==> config.mk <==
export PLATFORM = sky130hd
export DESIGN_NAME = stopwatch_ctrl
export DESIGN_NICKNAME = d
export VERILOG_FILES = /design/src/rtl/stopwatch_ctrl.sv
export SDC_FILE = /design/constraint.sdc
export NUM_CORES = 1
export LEC_CHECK = 0
export CAP_MARGIN = 20
export CELL_PAD_IN_SITES_DETAIL_PLACEMENT = 0
export CELL_PAD_IN_SITES_GLOBAL_PLACEMENT = 2
export CORE_MARGIN = 2
export CORE_UTILIZATION = 36
export CTS_CLUSTER_SIZE = 24
export DETAILED_ROUTE_END_ITERATION = 12
export PLACE_DENSITY = 0.82
export SYNTH_ARGS = -nofsm -noshare
export SYNTH_HDL_FRONTEND = slang
export SYNTH_SLANG_ARGS = --single-unit
==> constraint.sdc <==
create_clock -name clk -period 7.1 [get_ports clk]
set_input_delay 1.065 -clock clk [delete_from_list [all_inputs] [get_ports clk]]
set_output_delay 1.065 -clock clk [all_outputs]
set_load 0.02 [all_outputs]
==> src/rtl/stopwatch_ctrl.sv <==
// Run-control sequencer for the stopwatch counter: button edge detect, run FSM, step prescaler.
// Optional lap hold of the displayed value is enabled by defining STOPWATCH_CTRL_LAP_EN.
module stopwatch_ctrl #(
  parameter int unsigned WIDTH     = 15,
  parameter int unsigned MAX_COUNT = 9999,
  parameter int unsigned FREQ_BITS = 5
) (
  input  logic                 clk,
  input  logic                 reset,
`ifdef STOPWATCH_CTRL_LAP_EN
  input  logic                 btn_lap,
`endif
  input  logic                 btn_clear,
  input  logic                 btn_stop,
  input  logic                 btn_up,
  input  logic                 btn_down,
  input  logic [FREQ_BITS-1:0] frequency,
  input  logic [WIDTH-1:0]     count,
  output logic                 step,
  output logic signed [2:0]    diff,
  output logic                 clear,
  output logic [WIDTH-1:0]     display_value,
  output logic                 led_up,
  output logic                 led_down,
  output logic                 led_overflow,
  output logic [1:0]           state
);

  localparam int unsigned PRESC_W = 2 ** FREQ_BITS;

  typedef enum logic [1:0] {
    IDLE     = 2'd0,
    RUN_UP   = 2'd1,
    RUN_DOWN = 2'd2,
    OVF      = 2'd3
  } state_e;

  state_e             state_q, state_d;
  logic [3:0]         btn_q, btn_d;
  logic [PRESC_W-1:0] presc_q, presc_d;
  logic               step_q, step_d;
  logic               clear_q, clear_d;
  logic signed [2:0]  diff_q, diff_d;
  logic [WIDTH-1:0]   disp_q, disp_d;
  logic               led_up_q, led_up_d;
  logic               led_down_q, led_down_d;
  logic               led_ovf_q, led_ovf_d;

  logic [3:0]           press;
  logic                 ev_clear, ev_stop, ev_up, ev_down;
  logic                 running, tick, at_limit;
  logic [FREQ_BITS-1:0] exp_eff;
  logic [PRESC_W-1:0]   presc_max;

`ifdef STOPWATCH_CTRL_LAP_EN
  logic lap_q, lap_d;
  logic hold_q, hold_d;
  logic ev_lap;
`endif

  // Event decode with fixed priority clear > stop > up > down.
  always_comb begin
    btn_d    = {btn_clear, btn_stop, btn_up, btn_down};
    press    = btn_d & ~btn_q;
    ev_clear = press[3];
    ev_stop  = press[2] & ~press[3];
    ev_up    = press[1] & ~(|press[3:2]);
    ev_down  = press[0] & ~(|press[3:1]);
  end

  // Tick period is 2^max(frequency,1); >= keeps a shortened period from running away.
  always_comb begin
    exp_eff   = (frequency == '0) ? FREQ_BITS'(1) : frequency;
    presc_max = (PRESC_W'(1) << exp_eff) - PRESC_W'(1);
    running   = (state_q == RUN_UP) || (state_q == RUN_DOWN);
    tick      = running && (presc_q >= presc_max);
    at_limit  = ((state_q == RUN_UP) && (count == WIDTH'(MAX_COUNT))) ||
                ((state_q == RUN_DOWN) && (count == '0));
  end

  always_comb begin
    state_d    = state_q;
    step_d     = 1'b0;
    clear_d    = 1'b0;
    presc_d    = '0;
    diff_d     = 3'sd0;
    disp_d     = count;
    led_up_d   = 1'b0;
    led_down_d = 1'b0;
    led_ovf_d  = 1'b0;

    if (ev_clear) begin
      state_d = IDLE;
      clear_d = 1'b1;
    end else if (ev_stop) begin
      state_d = IDLE;
    end else if (ev_up) begin
      state_d = RUN_UP;
    end else if (ev_down) begin
      state_d = RUN_DOWN;
    end else if (tick) begin
      if (at_limit) state_d = OVF;
      else          step_d  = 1'b1;
    end

    // Prescaler restarts on any state change and idles outside the running states.
    if ((state_d == state_q) && running && !tick) presc_d = presc_q + PRESC_W'(1);

    case (state_d)
      RUN_UP:   diff_d = 3'sd1;
      RUN_DOWN: diff_d = -3'sd1;
      default:  diff_d = 3'sd0;
    endcase

    led_up_d   = (state_d == RUN_UP);
    led_down_d = (state_d == RUN_DOWN);
    led_ovf_d  = (state_d == OVF);
  end

`ifdef STOPWATCH_CTRL_LAP_EN
  // Lap toggles a display freeze; only taken when no higher-priority button fired.
  always_comb begin
    lap_d  = btn_lap;
    ev_lap = btn_lap & ~lap_q & ~(|press);
    hold_d = hold_q;
    if (ev_clear || ev_stop) hold_d = 1'b0;
    else if (ev_lap)         hold_d = ~hold_q;
  end
`endif

  always_ff @(posedge clk) begin
    if (reset) begin
      state_q    <= IDLE;
      btn_q      <= '1;
      presc_q    <= '0;
      step_q     <= 1'b0;
      clear_q    <= 1'b0;
      diff_q     <= 3'sd0;
      disp_q     <= '0;
      led_up_q   <= 1'b0;
      led_down_q <= 1'b0;
      led_ovf_q  <= 1'b0;
    end else begin
      state_q    <= state_d;
      btn_q      <= btn_d;
      presc_q    <= presc_d;
      step_q     <= step_d;
      clear_q    <= clear_d;
      diff_q     <= diff_d;
`ifdef STOPWATCH_CTRL_LAP_EN
      disp_q     <= (hold_q && hold_d) ? disp_q : disp_d;
`else
      disp_q     <= disp_d;
`endif
      led_up_q   <= led_up_d;
      led_down_q <= led_down_d;
      led_ovf_q  <= led_ovf_d;
    end
  end

`ifdef STOPWATCH_CTRL_LAP_EN
  always_ff @(posedge clk) begin
    if (reset) begin
      lap_q  <= 1'b1;
      hold_q <= 1'b0;
    end else begin
      lap_q  <= lap_d;
      hold_q <= hold_d;
    end
  end
`endif

  assign step          = step_q;
  assign diff          = diff_q;
  assign clear         = clear_q;
  assign display_value = disp_q;
  assign led_up        = led_up_q;
  assign led_down      = led_down_q;
  assign led_overflow  = led_ovf_q;
  assign state         = state_q;

endmodule

=== Yosys cells after proc, flatten, opt, wreduce, memory -nomap -nowiden ===
Cells that the tools add are included.

* Mux-type cells: 10
* $add $sub $neg: 2
* Shift-type cells: 1
* Reductions and logical operators: 14
* Bitwise operators: 10
* Eq/ne operators: 7
* $lt $le $gt $ge: 1

{| class="wikitable"
|+ Operator list
! operator !! number
|-
| $add A32 B1 Y32 const B || 1
|-
| $ge A32 B32 Y1 || 1
|-
| $shl A1 B5 Y32 const A || 1
|-
| $sub A32 B2 Y32 const B || 1
|-
| $eq A15 B14 Y1 const B || 1
|-
| $logic_not A15 Y1 || 1
|-
| $mux W2 || 6
|-
| $eq A2 B2 Y1 const B || 3
|-
| $pmux W3 S2 || 1
|-
| $reduce_or A6 Y1 || 1
|-
| $logic_and A1 B1 Y1 || 5
|-
| $logic_not A5 Y1 || 1
|-
| $mux W5 || 1
|-
| $not A1 Y1 || 5
|-
| $and A4 B4 Y4 || 1
|-
| $eq A2 B1 Y1 const B || 2
|-
| $not A4 Y4 || 1
|-
| $reduce_or A2 Y1 || 2
|-
| $and A1 B1 Y1 || 3
|-
| $reduce_or A3 Y1 || 1
|-
| $eq A2 B2 Y1 || 1
|-
| $logic_or A1 B1 Y1 || 2
|-
| $mux W1 || 2
|-
| $logic_not A1 Y1 || 1
|}

* Bits of input ports: 26
* Flip-flop bits (word level): 61
* Logic and storage cells: 55
* Output and inout bits: 25

=== Longest topological paths before layout ===
* Depth in word-level cells: 16
* Depth in mapped cells: 18
* Gate-level depth less buffers: 17

=== Worst setup path before layout ===
OpenSTA, ideal clock, no wires.

* Path type: input to register
* From: input frequency[2]
* To: register led_ovf_q (netlist: led_overflow)
* Setup time: 0.128 ns
* Stages: 18
* Arrival: 4.304 ns
* Path buffers: 1
* Required time: 6.972 ns
* Path slack: 2.668 ns
* Cell sequence: or2_2 -> nor2_1 -> nand2_1 -> ha_1 -> or2_2 -> clkbuf_1 -> o21ai_0 -> a22o_1 -> a21oi_1 -> ha_1 -> nand4_1 -> nor2_1 -> a221o_1 -> a211o_1 -> nor3_1 -> a21oi_1 -> ha_1 -> nor2b_1

* Longest elaborated chain between the ends: 12

{| class="wikitable"
|+ RTL lines
! element !! RTL line !! source
|-
| start: declaration || 17 || <nowiki>input logic [FREQ_BITS-1:0] frequency,</nowiki>
|-
| $logic_not A5 Y1 || 73 || <nowiki>exp_eff = (frequency == '0) ? FREQ_BITS'(1) : frequency;</nowiki>
|-
| $mux W5 * || 73 ||
|-
| $shl A1 B5 Y32 * || 74 || <nowiki>presc_max = (PRESC_W'(1) << exp_eff) - PRESC_W'(1);</nowiki>
|-
| $sub A32 B2 Y32 * || 74 ||
|-
| $ge A32 B32 Y1 * || 76 || <nowiki>tick = running && (presc_q >= presc_max);</nowiki>
|-
| $logic_and A1 B1 Y1 * || 76 ||
|-
| $mux W2 * || 101 || <nowiki>end else if (tick) begin</nowiki>
|-
| $mux W2 * || 99 || <nowiki>end else if (ev_down) begin</nowiki>
|-
| $mux W2 * || 97 || <nowiki>end else if (ev_up) begin</nowiki>
|-
| $mux W2 * || 95 || <nowiki>end else if (ev_stop) begin</nowiki>
|-
| $mux W2 * || 92 || <nowiki>if (ev_clear) begin</nowiki>
|-
| net state_d[0] || 38 || <nowiki>state_e state_q, state_d;</nowiki>
|-
| $eq A2 B2 Y1 * || 117 || <nowiki>led_ovf_d = (state_d == OVF);</nowiki>
|-
| net led_ovf_d || 47 || <nowiki>logic led_ovf_q, led_ovf_d;</nowiki>
|-
| end signal: assignment || 157 || <nowiki>led_ovf_q <= led_ovf_d;</nowiki>
|-
| end: declaration || 47 ||
|}

The timed path passes the listed nets; every way through them passes the cells marked *.
A chain may end at the register's enable or synchronous reset.

=== Worst setup path after layout ===
* From: input frequency[3]
* To: register diff_q[0] (netlist: diff[0])

* Longest elaborated chain between the ends: 13
* Elaborated cells between the ends (all ways): 14
* Those cells by class: add/sub (1); order compare (1); eq/ne (2); shift (1); mux (7); reduce/logical (2)

{| class="wikitable"
|+ RTL lines
! element !! RTL line !! source
|-
| $logic_not A5 Y1 || 73 ||
|-
| $mux W5 * || 73 ||
|-
| $shl A1 B5 Y32 * || 74 ||
|-
| $sub A32 B2 Y32 * || 74 ||
|-
| $ge A32 B32 Y1 * || 76 ||
|-
| $logic_and A1 B1 Y1 * || 76 ||
|-
| $mux W2 * || 101 ||
|-
| $mux W2 * || 99 ||
|-
| $mux W2 * || 97 ||
|-
| $mux W2 * || 95 ||
|-
| $mux W2 * || 92 ||
|-
| net state_d[1] || 38 ||
|-
| $eq A2 B2 Y1 / $eq A2 B1 Y1 (equally long branches) || 109 || <nowiki>case (state_d)</nowiki>
|-
| $pmux W3 S2 * || 109 ||
|-
| end signal: assignment || 149 || <nowiki>diff_q <= diff_d;</nowiki>
|-
| end: declaration || 43 || <nowiki>logic signed [2:0] diff_q, diff_d;</nowiki>
|}

Marked as above.

==> results.yml <==
clock_network:
  cts_tree: "built"
  insertion_delay_ps: 340
  ctsHoldBuffers: 0
  post_cts_resized: 0
  post_cts_buffers: 0
  clock_tree.root_cell: "clkbuf_8"
  cts_sinks: 59
  cts-buffers-inserted: 9
  clk_path_buf_depth: 2
  cts_htree_levels: 3
  path_clk_slew_ps: 70
pwr:
  cellLeakagePower_nw: 1.71
  vdd_drop_max_v: 0.0000712
  power_density_nw_per_um2: 178
timing:
  finClkSkew_ps: 10.7
  hold_viol_final: 0
  min_period_over_period: 0.743
  min_period_ps: 5270
  tns_ps: 0
  rsz0062_at_grt: "false"
  worst_slew_pin_slew_ps: 1040
  fin_ws_ps: 1830
  slew_headroom: 0.306
  hold_slack_ps: 509
  slew_viol_final: 0
  max_freq_mhz: 190
  setup_viol_count_final: 0
synthesis:
  synth_edf_count: 0
  yosysWarnings: 0
  synth-seq-cells: 59
  async_flop_share: 0
  syn_area_um2: 3770
  synthCells: 434
  ys_seq_area_frac: 0.313
  syn_area_per_cell_um2: 8.69
  synth-main-ff-cell: "dfxtp_1"
  synth_cell_type_count: 48
grt:
  grt_use_met3: 0.0589
  grt_use_total: 0.168
  met1_usage: 0.215
  grt_max_degree: 34
  first_global_vias: 3090
  grt.busiest_layer: "met2"
  grt_first_pass_wirelength_um: 15100
  antenna_found_initial: 0
  grt_use_met2: 0.272
  overflow: 0
run_status:
  status: "completed"
place:
  dp_hpwl_um: 6520
  place_inst: 602
  place.gp.congestion: 0.821
  dp_slack_ps: 1480
  port_buffers: 50
worst_hold_path:
  holdCritStartpoint: "btn_q[3]"
  hold_end: "clear"
  min_path_type: "reg -> reg"
  hold_depth: 2
drt:
  vias_per_cell: 5.18
  vias: 3201
  dr.first_iter.drc_count: 112
  routedWlPerCell_um: 14.5
  finalWirelength_um: 8930
  ant_nets: 0
  firstDrtPassIters: 4
  drc_errors: 0
worst_setup_path:
  worstPathArrival_ps: 5470
  crit_type: "in -> reg"
  r2r-start: "state[0]"
  crit_fanout: 25
  cp-end-kind: "flop"
  worstPathRequired_ps: 7300
  critPathTopFamily: "simple AND/OR/NAND/NOR gates"
  start_kind: "primary input"
  rrSetupSlack_ps: 4670
  cp_slowest_cell: "ha_1"
  cp_cell_sequence: "clkdlybuf4s50_1 -> buf_4 -> or2_2 -> nor2_1 -> nand2_1 -> ha_1 -> or2_2 -> o21ai_0 -> a22o_1 -> a21oi_1 -> ha_1 -> nand4_1 -> nor2_1 -> a221o_1 -> a211o_1 -> nor3_1 -> a21oi_1 -> ha_1 -> nor2_1"
  reg2reg_depth: 8
  slowest_delay_ps: 470
  path_buf_inv: 2
  r2r_end: "diff[0]"
final_layout:
  layout-drive-gt1-share: 0.122
  syn_to_final_growth_pct: 22.1
  fin_nets: 542
  stdcell_count: 618
  diodes: 0
  mostFrequentLayoutCell: "dfxtp_1"
  mostFrequentLayoutCells: "dfxtp_1 (59), clkdlybuf4s50_1 (50), ha_1 (39)"
floorplanning:
  die-area_um2: 11300
  rows: 37
  die-width_um: 106
  num_io_pins: 51
  core_um2: 10200
  die_h_um: 106
  start_util: 0.368
run:
  max_cap_violations: 0
logic make-up after synthesis:
family                     share of synthesized area
and+or+nand+nor                                0.301
buffers and inverters                         0.0408
muxes                                        0.00266
adders and majority gates                      0.129
AOI/OAI and AO/OA                              0.140
DFF                                            0.313
xor gates and xnor gates                      0.0720
other                                       0.000995
synthesized netlist by cell type (2+ instances only):
cell type	instances	area, µm²
buf_2	3	15.0
a21o_1	6	45.0
and2_1	6	37.5
a21oi_1	21	105
buf_6	3	33.8
nand2_1	34	128
a211o_1	3	26.3
nand2b_1	3	18.8
nor2_1	27	101
nor2b_1	22	138
o21ai_0	21	105
nor3_1	12	60.1
a32oi_1	2	17.5
nor3_4	3	48.8
or4_1	2	15.0
a31oi_1	2	12.5
o31ai_1	5	37.5
buf_4	2	15.0
dfxtp_1	59	1180
xor2_1	22	193
nand4_1	12	75.1
inv_1	9	33.8
a22o_1	5	43.8
xnor2_1	9	78.8
a221o_1	2	20.0
a22oi_1	5	37.5
or2_2	7	43.8
or3_1	3	18.8
and3_1	6	37.5
nor3_2	27	270
ha_1	39	488
nand3_1	21	105
a211oi_1	3	22.5
clkbuf_1	14	52.6
worst max-delay path by stage:
stage                              end  cells past startpoint          from  slack, ps
after floorplan           led_overflow                     18  frequency[2]       2670
after global placement         diff[0]                     19  frequency[3]       1550
after detailed placement       diff[0]                     19  frequency[3]       1480
after CTS                      diff[0]                     19  frequency[3]       1840
after global routing      led_overflow                     18  frequency[3]       1490
final                          diff[0]                     19  frequency[3]       1830
power breakdown:
part | internal (mW) | leakage, nW | switching [mW]
Sequential | 0.337 | 0.481 | 0.00159
Combinational | 0.0434 | 1.10 | 0.0511
Clock | 0.243 | 0.126 | 0.144
Total | 0.623 | 1.71 | 0.196
area by class of cell:
class                   instances  area [µm²]
clock buffers                  10         138
fillers                      1012        5630
multi-input cells             345        2440
inverters                       9        33.8
flip-flops and latches         59        1180
clock inverters                 6         113
repair buffers                 53         523
well taps                     136         170
stage by stage:
step / util / instance area, µm² / total power, mW
after floorplan: - / 3780 / 0.401
after global placement: 0.425 / 4350 / 0.440
after detailed placement: 0.425 / 4350 / 0.440
after CTS: 0.450 / 4600 / 0.834
after global routing: 0.450 / 4600 / 0.863
final: 0.450 / 4600 / 0.820
routing by layer:
metal	wire length, µm	vias up
met2	4160	74
met5	0	-
met1	4170	1489
met4	102	0
li1	-	1631
met3	502	7
worst min-delay path, delay by kind of cell, from the launching register on:
| kind | cells | cell delay [ps] |
|---|---|---|
| flip-flops | 1 | 310 |
| AND/OR/NAND/NOR | 2 | 160 |
registers in the layout, indices dropped and copies added (netlist names):
name / cells
btn_q: 4
clear: 1
diff: 2
display_value: 15
led_overflow: 1
led_up: 1
presc_q: 32
state: 2
step: 1
(Power assumes the default switching activity.)
